### config.mk
export PLATFORM = sky130hd
export DESIGN_NAME = pwm_datapath
export DESIGN_NICKNAME = d
export VERILOG_FILES = /design/src/rtl/pwm_pkg.sv /design/src/rtl/pwm_prescaler.sv /design/src/rtl/pwm_datapath.sv
export SDC_FILE = /design/constraint.sdc
export NUM_CORES = 1
export LEC_CHECK = 0
export ABC_AREA = 0
export CAP_MARGIN = 20
export CORE_ASPECT_RATIO = 0.5
export CORE_UTILIZATION = 37
export CTS_BUF_LIST = sky130_fd_sc_hd__clkbuf_16
export CTS_CLUSTER_DIAMETER = 80
export DETAILED_ROUTE_END_ITERATION = 10
export GPL_TIMING_DRIVEN = 1
export MAX_ROUTING_LAYER = met4
export PLACE_DENSITY = 0.57
export SETUP_SLACK_MARGIN = 0.1
export SLEW_MARGIN = 30
export SYNTH_ARGS = -nofsm -noshare
export SYNTH_HDL_FRONTEND = slang
export SYNTH_SLANG_ARGS = --single-unit
### constraint.sdc
create_clock -name clk -period 3.8 [get_ports clk]
set_clock_uncertainty 0.2 [all_clocks]
set_input_delay 0.57 -clock clk [delete_from_list [all_inputs] [get_ports clk]]
set_output_delay 0.57 -clock clk [all_outputs]
set_load 0.02 [all_outputs]
### src/rtl/pwm_pkg.sv
// pwm_pkg: shared constants and the period/duty(/prescale) record used by the
// PWM datapath. Build option: PWM_PRESCALE_EN adds the prescale field.
package pwm_pkg;

   localparam int PWM_WIDTH = 16;
   localparam int PWM_PSC_W = 8;

   // One complete PWM setting; used for both the staging and active copies.
   typedef struct packed {
      logic [PWM_WIDTH-1:0] period;
      logic [PWM_WIDTH-1:0] duty;
`ifdef PWM_PRESCALE_EN
      logic [PWM_PSC_W-1:0] psc;
`endif
   } cfg_t;

endpackage

### src/rtl/pwm_prescaler.sv
// pwm_prescaler: emits one tick every div+1 clocks; restart realigns the
// window so the first tick after a reload lands div+1 clocks later.
module pwm_prescaler
   import pwm_pkg::*;
#(
   parameter int PSC_W = PWM_PSC_W
)
(
   input  logic             clk,
   input  logic             reset,
   input  logic             restart,
   input  logic [PSC_W-1:0] div,
   output logic             tick
);

   localparam logic [PSC_W-1:0] ONE = PSC_W'(1);

   logic [PSC_W-1:0] phaseReg;

   // '>=' rather than '==' so a smaller divider committed mid-window cannot
   // leave the phase stranded above it.
   assign tick = (phaseReg >= div);

   // Phase counter: cleared on restart or after each tick.
   always_ff @(posedge clk or posedge reset) begin
      if (reset)
         phaseReg <= '0;
      else if (restart || tick)
         phaseReg <= '0;
      else
         phaseReg <= phaseReg + ONE;
   end

endmodule

### src/rtl/pwm_datapath.sv
// pwm_datapath: staged period/duty configuration, active registers and the
// down-counter that drives the PWM control unit's compare flags.
// Build option: PWM_PRESCALE_EN adds a programmable tick prescaler
// (cfg_psc / psc_active ports and the pwm_prescaler instance).
module pwm_datapath
   import pwm_pkg::*;
#(
   parameter int WIDTH = PWM_WIDTH,
   parameter int PSC_W = PWM_PSC_W
)
(
   input  logic             clk,
   input  logic             reset,
   input  logic             cfg_valid,
   input  logic [WIDTH-1:0] cfg_period,
   input  logic [WIDTH-1:0] cfg_duty,
`ifdef PWM_PRESCALE_EN
   input  logic [PSC_W-1:0] cfg_psc,
   output logic [PSC_W-1:0] psc_active,
`endif
   output logic             cfg_ready,
   input  logic             loadReg,
   input  logic             loadCNT,
   output logic             isEq1,
   output logic             isEq0,
   output logic [WIDTH-1:0] count
);

   // cfg_t is sized by the package, so the module widths must agree with it.
   if (WIDTH != PWM_WIDTH || PSC_W != PWM_PSC_W) begin : gWidthGuard
      $error("pwm_datapath: WIDTH/PSC_W must match pwm_pkg constants");
   end

   localparam logic [WIDTH-1:0] ONE = WIDTH'(1);

   cfg_t             stageReg;
   cfg_t             activeReg;
   cfg_t             commitVal;
   logic             pendingReg;
   logic [WIDTH-1:0] countReg;
   logic             accept;
   logic             commit;
   logic             tick;

   assign cfg_ready = !pendingReg;
   assign accept    = cfg_valid && !pendingReg;
   assign commit    = (loadReg || loadCNT) && pendingReg;

   // Value written to the active copy: staging with duty clamped to period.
   always_comb begin
      commitVal = stageReg;
      if (stageReg.duty > stageReg.period)
         commitVal.duty = stageReg.period;
   end

   // Staging slot: captures the host pair on a handshake.
   always_ff @(posedge clk or posedge reset) begin
      if (reset) begin
         stageReg <= '0;
      end else if (accept) begin
         stageReg.period <= cfg_period;
         stageReg.duty   <= cfg_duty;
`ifdef PWM_PRESCALE_EN
         stageReg.psc    <= cfg_psc;
`endif
      end
   end

   // Pending flag: a fresh accept wins over a commit of the older pair.
   always_ff @(posedge clk or posedge reset) begin
      if (reset)
         pendingReg <= 1'b0;
      else
         pendingReg <= accept || (pendingReg && !commit);
   end

   // Active copy: updated only at a commit strobe while a pair is pending.
   always_ff @(posedge clk or posedge reset) begin
      if (reset)
         activeReg <= '0;
      else if (commit)
         activeReg <= commitVal;
   end

   // Down-counter: reload beats tick; saturates at zero.
   always_ff @(posedge clk or posedge reset) begin
      if (reset)
         countReg <= '0;
      else if (loadCNT)
         countReg <= commit ? stageReg.period : activeReg.period;
      else if (tick && (countReg != '0))
         countReg <= countReg - ONE;
   end

   assign count = countReg;
   assign isEq1 = (countReg == activeReg.duty);
   assign isEq0 = (countReg == '0);

`ifdef PWM_PRESCALE_EN
   pwm_prescaler #(
      .PSC_W   (PSC_W)
   ) uPrescaler (
      .clk     (clk),
      .reset   (reset),
      .restart (loadCNT),
      .div     (activeReg.psc),
      .tick    (tick)
   );

   assign psc_active = activeReg.psc;
`else
   assign tick = 1'b1;
`endif

endmodule
==> metrics.cfg, run 1 <==
[placed_design]
io_buffers=55
finalWeightedCongestion=0.844
dp_hpwl_mm=7.65

[power]
power_frac_seq=0.387
combPwrFrac=0.404
max-vdd-ir-drop_mv=0.254
power.switching_mw=1.56
total_leakage_power_nw=2.23
p_per_area_nw_per_um2=762
p_int_mw=2.48
clkPwrFrac=0.210
swShare=0.387

[logic_synthesis]
syn_area_um2=4300
yosysSeqAreaShare=0.471
ys.warnings.count=0
syn-num-nets=501
ys.flop_type=dfrtp_1
ys_ff_latch=81
syn-instance-count=446
yosysUniqueCellTypes=38
synth_async_sr_flop_share=1.00
syn_avg_cell_area_um2=9.64
synth_edf_count=0

[cts]
cts_tree=done
h-tree-depth=3
numCtsBuffers=9
clock_latency_ns=0.33
ctsHoldBuffers=0
clock-sinks=81
cts_setup_buffers=0
clock_tree.root_cell=clkbuf_16
post_cts_resized=0
path_clk_slew_ns=0.06
clk_path_buf_depth=2

[sta]
period_share=0.903
fin_tns_setup_ns=0
period_needed_ns=3.43
final-hold-violation-count=0
setup_viol=0
fmax_mhz=291
holdWs_ns=0.270
max_slew_margin=0.424
drv_slew=0
rsz0062_at_grt=false
worstMarginPinSlew_ns=0.861

[worst_setup_path]
cp-end-kind=output port
cp.required_ns=3.03
path_max_fanout=7
worstSetupPathType=register to output port
worst_ep_arrival_time_ns=2.66
startpoint_type=register

[die]
dieArea_um2=12100
initial_core_util=0.386
chipHeight_um=78.2
rows=27
design.core.area_um2=11100
ios=56
die_w_um=154

[route]
vias_per_cell=5.29
drc=0
num_vias=3390
firstDrtPassIters=5
drt-initial-drc-count=259
ant_nets=0
wl_per_cell_um=16.9
drt_wl_total_mm=10.8

[cells_and_area]
final_common_cell=nand2_1
layout-drive-gt1-share=0.0988
fin_nets=546
layout_common_cells=nand2_1, dfrtp_1, clkdlybuf4s50_1
area_growth_pct=23.5
fin_util=0.476
fill_cells=1073
diodes=0

[global_route]
grt_first_pass_wirelength_mm=17.7
grt_remaining_overflow=0
grt_max_degree=44
grt_use_total=0.198
grt_pass1_vias=3107
antenna_found_initial=0

[run]
drv_cap=0

[worst_hold_path]
hold_path_class=register to register

[outcome]
status=finished, final reports clean

==> metal layers <==
metal | global-route usage | vias up | part of all wire
met4 | 0.0446 | 0 | 0.0055
met5 | - | - | 0
met1 | 0.330 | 1621 | 0.59
met2 | 0.225 | 88 | 0.36
li1 | - | 1677 | -
met3 | 0.0436 | 4 | 0.046
==> cells in the mapped netlist, types with 2 or more instances <==
cell       n  area (um2)
or3_1      3        18.8
nand4_1   24         150
nand3_1   19        95.1
nor4_1     4        25.0
xor2_1     2        17.5
inv_1     20        75.1
nor3_1     4        20.0
nor2b_1    4        25.0
o31ai_1   11        82.6
buf_1      3        11.3
o21ai_1    4        20.0
mux2_2    18         203
nor2_1    10        37.5
a22oi_1   16         120
dfrtp_1   81        2030
o21ai_0   19        95.1
nand2_1   84         315
xnor2_1   25         219
clkbuf_1  25        93.8
a21oi_1    6        30.0
ha_1      18         225
a311o_1   16         160
and2_1    15        93.8
==> logic make-up (layout without fill, tap and decap cells) <==
logic type	after synthesis	in the layout	synth area share
and+or+nand+nor	173	173	0.197
DFF	81	81	0.471
muxes	19	19	0.0495
xor gates and xnor gates	27	27	0.0550
AOI/OAI and AO/OA	79	79	0.132
buffers and inverters	49	99	0.0431
adders and majority gates	18	18	0.0524
==> sequential cells by signal (all words and copies together) (netlist names) <==
register / flops
activeReg: 32
commitVal: 16
count: 16
stageReg: 16
pendingReg: 1
==> critical path, cell delays in order (launching register included) <==
cell and delay (ns):
dfrtp_1 0.45, or4_4 0.58, or3_4 0.42, nor4_4 0.24, clkdlybuf4s50_1 0.65
==> power groups by stage <==
stage / clock network (mW) / logic [mW] / registers (mW)
3_3_place_gp: 0 / 1.61 / 1.57
4_1_cts: 0.868 / 1.64 / 1.56
6_report: 0.848 / 1.63 / 1.56
3_5_place_dp: 0 / 1.63 / 1.58
2_1_floorplan: 0 / 1.09 / 1.53
5_1_grt: 0.910 / 1.82 / 1.62
==> stage by stage <==
step	cell area, um2	power, mW	setup WS, ns	instances
6_report	5310	4.04	0.369	641
5_1_grt	5310	4.35	0.287	641
4_1_cts	5310	4.07	0.355	641
3_5_place_dp	5020	3.21	0.724	625
3_3_place_gp	5020	3.18	0.735	625
2_1_floorplan	4300	2.62	0.882	446
==> layout make-up <==
cell class | instances | area (um2) | area share
Clock buffer | 9 | 225 | 0.0424
Clock inverter | 7 | 61.3 | 0.0115
Inverter | 20 | 76.3 | 0.0144
Multi-Input combinational cell | 316 | 2110 | 0.398
Sequential cell | 81 | 2030 | 0.382
Tap cell | 145 | 181 | 0.0342
Timing Repair Buffer | 63 | 623 | 0.117
==> worst paths after layout <==
kind | depth (start not counted) | startpoint | endpoint | slack, ns
worst max register to register | 6 | count[5] | count[1] | 1.11
worst min register to register | 2 | activeReg[27] | activeReg[27] | 0.27
max in group asynchronous | 3 | reset | activeReg[6] | 2.28
worst min-delay path | 2 | activeReg[27] | activeReg[27] | 0.27
worst max-delay path | 4 | count[5] | isEq0 | 0.37
min in group asynchronous | 2 | reset | commitVal[17] | 0.46
Note: power is estimated with default switching activity, not from simulation.
==> run 2: changes to the inputs <==
Settings changed: CORE_UTILIZATION 37 to 55, MAX_ROUTING_LAYER met4 to default, PLACE_DENSITY 0.57 to 0.8.
==> metrics.cfg, run 2 (same netlist as run 1, synthesis figures left out) <==
[worst_setup_path]
crit_start=count[5]  ; unchanged
worstSetupPathType=register to output port  ; unchanged
startpoint_type=register  ; unchanged
path_max_fanout=7  ; unchanged
cp-end-kind=output port  ; unchanged
cp.required_ns=3.03  ; about the same
timing.rr.start=count[5]  ; unchanged
worst_ep_arrival_time_ns=2.65  ; was 2.66 ns

[power]
p_int_mw=2.48  ; about the same
p_per_area_nw_per_um2=771  ; was 762 nW/um2
power.switching_mw=1.55  ; was 1.56 mW
total_leakage_power_nw=2.23  ; about the same
power_frac_seq=0.391  ; was 0.387
clkPwrFrac=0.203  ; was 0.210
max-vdd-ir-drop_mv=0.421  ; was 0.254 mV
swShare=0.385  ; was 0.387
combPwrFrac=0.407  ; was 0.404

[cells_and_area]
diodes=0  ; unchanged
area_growth_pct=21.6  ; was 23.5%
regArea_um2=2030  ; unchanged
layout-drive-gt1-share=0.0951  ; was 0.0988
fill_cells=548  ; was 1073
largest_reg_flops=32  ; unchanged
layout_common_cells=nand2_1, dfrtp_1, clkdlybuf4s50_1  ; unchanged
fin_nets=545  ; was 546
multiInputGateArea_um2=2110  ; unchanged
final_common_cell=nand2_1  ; unchanged
stdcell_count=590  ; was 641
top_register=activeReg  ; unchanged

[cts]
cts_setup_buffers=0  ; unchanged
cts_tree=done  ; unchanged
h-tree-depth=3  ; unchanged
numCtsBuffers=9  ; unchanged
ctsHoldBuffers=0  ; unchanged
clock_latency_ns=0.34  ; was 0.33 ns
clock_tree.root_cell=clkbuf_16  ; unchanged
path_clk_slew_ns=0.06  ; about the same
post_cts_resized=0  ; unchanged
clock-sinks=81  ; unchanged
clk_path_buf_depth=2  ; unchanged

[placed_design]
dp_cells=575  ; was 625
dp_slack_ns=0.720  ; was 0.724 ns
dp_hpwl_mm=7.01  ; was 7.65 mm
io_buffers=55  ; unchanged
finalWeightedCongestion=0.842  ; was 0.844

[die]
die_w_um=127  ; was 154 um
rows=22  ; was 27
design.core.area_um2=7430  ; was 11100 um2
initial_core_util=0.578  ; was 0.386
ios=56  ; unchanged
dieArea_um2=8200  ; was 12100 um2
chipHeight_um=64.5  ; was 78.2 um

[route]
drt-initial-drc-count=356  ; was 259
vias_per_cell=5.97  ; was 5.29
num_vias=3523  ; was 3390
drc=0  ; unchanged
firstDrtPassIters=6  ; was 5
drt_wl_total_mm=10.2  ; was 10.8 mm
wl_per_cell_um=17.3  ; was 16.9 um
ant_nets=0  ; unchanged

[outcome]
status=finished, final reports clean  ; unchanged

[global_route]
grt_first_pass_wirelength_mm=16.8  ; was 17.7 mm
grt_max_degree=82  ; was 44
grt_use_total=0.275  ; was 0.198
grt_pass1_vias=3127  ; was 3107
grt_remaining_overflow=0  ; unchanged
antenna_found_initial=0  ; unchanged

[sta]
period_share=0.901  ; was 0.903
setup_slack_ns=0.375  ; was 0.369 ns
period_needed_ns=3.42  ; was 3.43 ns
worstMarginPinSlew_ns=0.901  ; was 0.861 ns
final-hold-violation-count=0  ; unchanged
max_slew_margin=0.399  ; was 0.424
holdWs_ns=0.275  ; was 0.270 ns
drv_slew=0  ; unchanged
rsz0062_at_grt=false  ; unchanged
fmax_mhz=292  ; was 291 MHz
fin_tns_setup_ns=0  ; unchanged
setup_viol=0  ; unchanged

[worst_hold_path]
hold_path_class=register to register  ; unchanged
hold_start=activeReg[25]  ; was activeReg[27]

[run]
drv_cap=0  ; unchanged

[run 2: cell count changes in the layout (fill, tap and decap cells not counted)]
cell and delta:
clkinvlp_4 -2, buf_4 -1, clkinv_1 -1, inv_1 +1
inv_2 +1
[run 2: critical path: stages, from the launching register on]
cell,delay [ns]
dfrtp_1,0.45
or4_4,0.58
or3_4,0.42
nor4_4,0.23
clkdlybuf4s50_1,0.64
[run 2: final timing paths]
check | endpoint | slack [ns] | cells after the start
worst max register to register | count[1] | 1.12 | 6
worst min-delay path | activeReg[25] | 0.28 | 2
max in group asynchronous | activeReg[1] | 2.62 | 3
min in group asynchronous | activeReg[18] | 0.45 | 3
worst max-delay path | isEq0 | 0.38 | 4
worst min register to register | activeReg[25] | 0.28 | 2
[run 2: per-layer routing]
layer	GRT usage	share of wire	vias up	routed length (um)
li1	-	-	1679	-
met1	0.450	0.52	1692	5280
met2	0.352	0.40	144	4040
met3	0.0710	0.079	8	800
met4	0.0580	0.0064	0	65
met5	0	0	-	0
[run 2: power groups by stage]
stage	logic [mW]	registers, mW	clock network [mW]
5_1_grt	1.81	1.62	0.867
2_1_floorplan	1.09	1.53	0
3_5_place_dp	1.61	1.57	0
3_3_place_gp	1.57	1.56	0
4_1_cts	1.64	1.56	0.828
6_report	1.64	1.57	0.816
[run 2: area by class of cell]
type                            count  area share
Tap cell                           96      0.0230
Inverter                           20      0.0144
Clock buffer                        9      0.0431
Clock inverter                      6     0.00981
Timing Repair Buffer               62       0.118
Multi-Input combinational cell    316       0.404
Sequential cell                    81       0.388
[run 2: per-stage QoR]
stage	area (um2)	util	total power, mW
global route	5230	0.704	4.30
floorplan	4300	-	2.62
global placement	4950	0.666	3.13
detailed placement	4950	0.666	3.19
CTS	5230	0.703	4.03
finish	5230	0.704	4.03
